$ cat src/rtl/fsqrt_sched.sv
`default_nettype none
// ----------------------------------------------------------------------------
// fsqrt_sched : round-robin scheduler sharing one two-cycle fsqrt unit among
//               NREQ issue ports, with a single tagged response channel.
// Revision    : 1.0
// ----------------------------------------------------------------------------
module fsqrt_sched #(
    parameter int NREQ = 4,
    parameter int IDW  = 2
) (
    input  logic                 clk,
    input  logic                 rstn,
    input  logic [NREQ-1:0]      req_valid,
    input  logic [NREQ*32-1:0]   req_data,
    output logic [NREQ-1:0]      req_ready,
    output logic [31:0]          sq_s,
    input  logic [31:0]          sq_d,
    output logic                 rsp_valid,
    input  logic                 rsp_ready,
    output logic [IDW-1:0]       rsp_id,
    output logic [31:0]          rsp_data,
    output logic                 busy
);

    typedef enum logic [1:0] {
        ST_IDLE = 2'd0,
        ST_OP1  = 2'd1,
        ST_OP2  = 2'd2
    } state_t;

    localparam logic [IDW-1:0] c_last_idx = IDW'(NREQ - 1);

    state_t          state_q,     state_d;
    logic [31:0]     sq_s_q,      sq_s_d;
    logic [IDW-1:0]  tag_q,       tag_d;
    logic [IDW-1:0]  last_q,      last_d;
    logic            rsp_valid_q, rsp_valid_d;
    logic [IDW-1:0]  rsp_id_q,    rsp_id_d;
    logic [31:0]     rsp_data_q,  rsp_data_d;

    logic            w_capture;
    logic            w_grant_en;
    logic            w_found;
    logic            w_hs;
    logic [IDW-1:0]  w_win;
    logic [IDW-1:0]  w_idx;
    logic [31:0]     w_grant_data;

    // The result cycle may only retire when the response slot is free or draining.
    assign w_capture  = (state_q == ST_OP2) && (!rsp_valid_q || rsp_ready);
    assign w_grant_en = (state_q == ST_IDLE) || w_capture;
    assign w_hs       = w_grant_en && w_found;

    // Round-robin scan starting just after the last winner; explicit wrap compare
    // keeps it correct when NREQ is not a power of two.
    always_comb begin
        w_found = 1'b0;
        w_win   = '0;
        w_idx   = last_q;
        for (int k = 0; k < NREQ; k++) begin
            if (w_idx == c_last_idx) begin
                w_idx = '0;
            end else begin
                w_idx = w_idx + IDW'(1);
            end
            if (!w_found && req_valid[w_idx]) begin
                w_found = 1'b1;
                w_win   = w_idx;
            end
        end
    end

    always_comb begin
        w_grant_data = '0;
        req_ready    = '0;
        for (int i = 0; i < NREQ; i++) begin
            if (w_win == IDW'(i)) begin
                w_grant_data = req_data[32*i +: 32];
                req_ready[i] = w_hs;
            end
        end
    end

    always_comb begin
        state_d     = state_q;
        sq_s_d      = sq_s_q;
        tag_d       = tag_q;
        last_d      = last_q;
        rsp_valid_d = rsp_valid_q;
        rsp_id_d    = rsp_id_q;
        rsp_data_d  = rsp_data_q;

        case (state_q)
            ST_IDLE: begin
                if (w_hs) begin
                    state_d = ST_OP1;
                end
            end
            ST_OP1: begin
                state_d = ST_OP2;
            end
            ST_OP2: begin
                if (w_capture) begin
                    state_d = w_hs ? ST_OP1 : ST_IDLE;
                end
            end
            default: begin
                state_d = ST_IDLE;
            end
        endcase

        // Operand only changes on a handshake, so it is held through OP1/OP2
        // and parked in IDLE.
        if (w_hs) begin
            sq_s_d = w_grant_data;
            tag_d  = w_win;
            last_d = w_win;
        end

        if (w_capture) begin
            rsp_valid_d = 1'b1;
            rsp_id_d    = tag_q;
            rsp_data_d  = sq_d;
        end else if (rsp_ready) begin
            rsp_valid_d = 1'b0;
        end
    end

    always_ff @(posedge clk or negedge rstn) begin
        if (!rstn) begin
            state_q     <= ST_IDLE;
            sq_s_q      <= '0;
            tag_q       <= '0;
            last_q      <= c_last_idx;
            rsp_valid_q <= 1'b0;
            rsp_id_q    <= '0;
            rsp_data_q  <= '0;
        end else begin
            state_q     <= state_d;
            sq_s_q      <= sq_s_d;
            tag_q       <= tag_d;
            last_q      <= last_d;
            rsp_valid_q <= rsp_valid_d;
            rsp_id_q    <= rsp_id_d;
            rsp_data_q  <= rsp_data_d;
        end
    end

    assign sq_s      = sq_s_q;
    assign rsp_valid = rsp_valid_q;
    assign rsp_id    = rsp_id_q;
    assign rsp_data  = rsp_data_q;
    assign busy      = (state_q != ST_IDLE) || rsp_valid_q;

endmodule
`default_nettype wire

$ cat config.mk
export PLATFORM = sky130hd
export DESIGN_NAME = fsqrt_sched
export DESIGN_NICKNAME = d
export VERILOG_FILES = /design/src/rtl/fsqrt_sched.sv
export SDC_FILE = /design/constraint.sdc
export NUM_CORES = 1
export LEC_CHECK = 0
export CAP_MARGIN = 15
export CORE_ASPECT_RATIO = 0.7
export CORE_MARGIN = 1.5
export CORE_UTILIZATION = 38
export CTS_CLUSTER_SIZE = 12
export DETAILED_ROUTE_END_ITERATION = 12
export GPL_TIMING_DRIVEN = 0
export PLACE_DENSITY = 0.81
export SYNTH_ARGS = -nofsm -noshare
export SYNTH_HDL_FRONTEND = slang
export SYNTH_SLANG_ARGS = --single-unit
$ cat constraint.sdc
create_clock -name clk -period 3.42 [get_ports clk]
set_input_delay 0.684 -clock clk [delete_from_list [all_inputs] [get_ports clk]]
set_output_delay 0.684 -clock clk [all_outputs]
set_load 0.005 [all_outputs]
==> results of run 1 <==
per-layer routing:
metal | routed length, µm | vias to the layer above | share of wire, %
li1 | - | 1827 | -
met1 | 5720 | 1882 | 42
met2 | 6640 | 180 | 49
met3 | 997 | 25 | 7.3
met4 | 273 | 0 | 2.0
met5 | 0 | - | 0
cells in the final DEF, fill, tap and decap left out, types with 9 or more instances in the layout:
cell type	Yosys	final
clkdlybuf4s50_1	0	232
nand3_1	45	45
nand2_1	25	24
a21o_1	16	15
mux2_2	34	34
a41oi_1	15	15
clkbuf_1	17	14
dfrtp_1	71	71
buf_4	0	12
o21ai_0	17	17
and2_1	16	15
o221ai_2	17	17
mux2i_1	35	35
clkbuf_16	0	9
where the power goes:
| group | switching (mW) | internal, mW |
|---|---|---|
| clock network | 0.379 | 0.647 |
| logic | 1.77 | 2.11 |
| registers | 0.238 | 1.32 |
sequential cells by signal, indices dropped and copies added (netlist names):
signal / count
last_q: 2
rsp_data: 32
rsp_id: 2
rsp_valid: 1
sq_s: 32
state_q: 2
tag_q: 2
logic make-up after synthesis:
group                      count (synthesis)
and+or+nand+nor                          107
DFF                                       73
AOI/OAI and AO/OA                         71
muxes                                     69
buffers and inverters                     31
adders and majority gates                  1
timing repair:
item | CTS | global route
pin swaps | 3 | 3
gates resized for setup | 20 | 2
setup endpoints to repair | 4 | 1
setup buffers | 4 | 6
area by class of cell:
class / instances / share of cell area, %
plain buffers: 26 / 2.69
clock buffers: 9 / 3.23
clock inverters: 7 / 1.47
inverters: 1 / 0.0538
multi-input cells: 248 / 28.5
flip-flops and latches: 73 / 26.2
well taps: 132 / 2.37
repair buffers: 249 / 35.5
stage by stage:
step,setup TNS (ps),utilization (%)
final,0,67.9
after global routing,0,67.9
after CTS,0,67.4
after detailed placement,-1800,63.8
after global placement,-65040,63.6
after floorplan,0,-
how the worst min path moves through the flow:
stage | to | from | cells after the start
final | sq_s[31] | rstn | 1
after floorplan | rsp_data[0] | rstn | 0
after detailed placement | last_q[1] | last_q[1] | 2
after CTS | sq_s[31] | rstn | 1
after global routing | sq_s[31] | rstn | 1
after global placement | last_q[1] | last_q[1] | 2
==> reports/results.ini, run 1 <==
[status]
status = completed

[placed_design]
placement.io_buffers = 238
dp.cells = 723
pre_cts_ws_ps = -488
placed_area_um2 = 6560
gp_congestion = 0.864
dp_hpwl_um = 10400

[sta]
clock.fmax_mhz = 299
finalCritPeriodShare_pct = 97.9
whs_ps = 265
setup_viol = 0
worstMarginPinSlew_ps = 561
slew_violations = 0
clock-skew-final_ps = 4.36
hold_viol = 0
rsz0062_at_grt = no
max_slew_margin_pct = 62.6
layout_setup_ws_ps = 72.7
period_needed_ps = 3350

[die]
core_um2 = 10300
core.rowCount = 31
dieArea_um2 = 11100
start_util_pct = 38.8
ios = 239
die_h_um = 88.7
die_w_um = 125

[critical_path]
r2r-end = sq_s[21]
crit_buf_inv = 4
path_depth = 8
critPathLaunch = req_valid[3]
cp_top_family = buffers and inverters
worstPathCellList = clkdlybuf4s50_1 > nor2_2 > a221o_1 > inv_2 > nand2_2 > buf_8 > nor2_1 > clkdlybuf4s50_1
worstPathMaxFanout = 6
worstReg2RegStart = last_q[0]
reg2regPathDepth = 8
cp_common_cell = clkdlybuf4s50_1
reg2reg_slack_ps = 720
endpoint_kind = primary output
cpMaxStageDelayCell = clkdlybuf4s50_1
cp-endpoint = req_ready[3]
startpoint_type = input pin
crit_required_ps = 2740
crit_type = input pin to primary output
slowest_delay_ps = 540
crit_arrival_ps = 2660

[detailed_routing]
vias_per_cell = 5.25
avgRoutedWirePerCell_um = 18.3
drcViolationCount = 0
final_antenna_net_count = 0
drt-initial-drc-count = 166
drt_pass1_iterations = 4
vias = 3914
wirelength_um = 13600

[yosys]
yosys_warnings = 0
synth_top_area_share_pct = 44.6
syn-cell-area_um2 = 3990
syn_inst = 352
synth_seq_cells = 73
syn_nets = 520
yosysTopAreaCell = dfrtp_1
synthTopCellsByArea = dfrtp_1 45%, mux2_2 9.6%, mux2i_1 8.8%
synth_xor_area_share_pct = 0
async_flop_share_pct = 100
synthMuxAreaShare_pct = 18.4
synth_fa_ha_area_share_pct = 0.314
syn_area_per_cell_um2 = 11.3
ys_types = 35
synthTopCellsByCount = 71 x dfrtp_1, 45 x nand3_1, 35 x mux2i_1
synth_seq_area_share_pct = 45.9
synth_edf_count = 0
synth_compound_area_share_pct = 15.9
synth-simple-area-share_pct = 14.5
post-synth-top-count-cell = dfrtp_1
ys.flop_type = dfrtp_1
synth_top_family_by_area = multiplexers

[final_layout]
n_fill_cell = 800
instances_no_fill = 745
syn2layout_area_growth_pct = 75.2
nets = 776
regArea_um2 = 1830
final_area_um2 = 6980
final_layout_size_suffix_gt1_share_pct = 17.3
antenna_cells = 0
multi_input_area_um2 = 1990

[clock_network]
cts_inserted_buffers = 9
clk_pin_slew_worst_paths_ps = 60
clockBufferDepth = 2
cts.sinks = 73
cts-root-buf = clkbuf_16
htreeDepth = 3
cts_tree = done
cts_hold_buf = 0
clock_latency_ps = 330

[global_routing]
overflow = 0
antenna_found_initial = 0
grt.met1_usage_pct = 30.7
grt_start_max_net_pins = 50
grt_use_total_pct = 24.1
busiest_layer = met2
grtUsageMet2_pct = 41.0
grt_pass1_wl_um = 20900
met3_usage_pct = 5.99
grt_pass1_vias = 4068

[power_and_ir_drop]
powerDensity_nw_per_um2 = 928
peakVddDrop_uv = 395
fin_total_pwr_mw = 6.47
p_leak_nw = 2.86

[job]
drv_cap = 0

[min_path]
hp-class = input pin to asynchronous set/reset pin

No activity file was read; power rests on OpenSTA's default activity.
==> run 2: changes to the inputs <==
--- a/config.mk
+++ b/config.mk
@@ -13,6 +13,7 @@
 export DETAILED_ROUTE_END_ITERATION = 12
 export GPL_TIMING_DRIVEN = 0
 export PLACE_DENSITY = 0.81
+export SKIP_LAST_GASP = 1
 export SYNTH_ARGS = -nofsm -noshare
 export SYNTH_HDL_FRONTEND = slang
 export SYNTH_SLANG_ARGS = --single-unit
==> results of run 2 <==
Same layout as run 1: the final DEF is identical, and so are final timing and power.
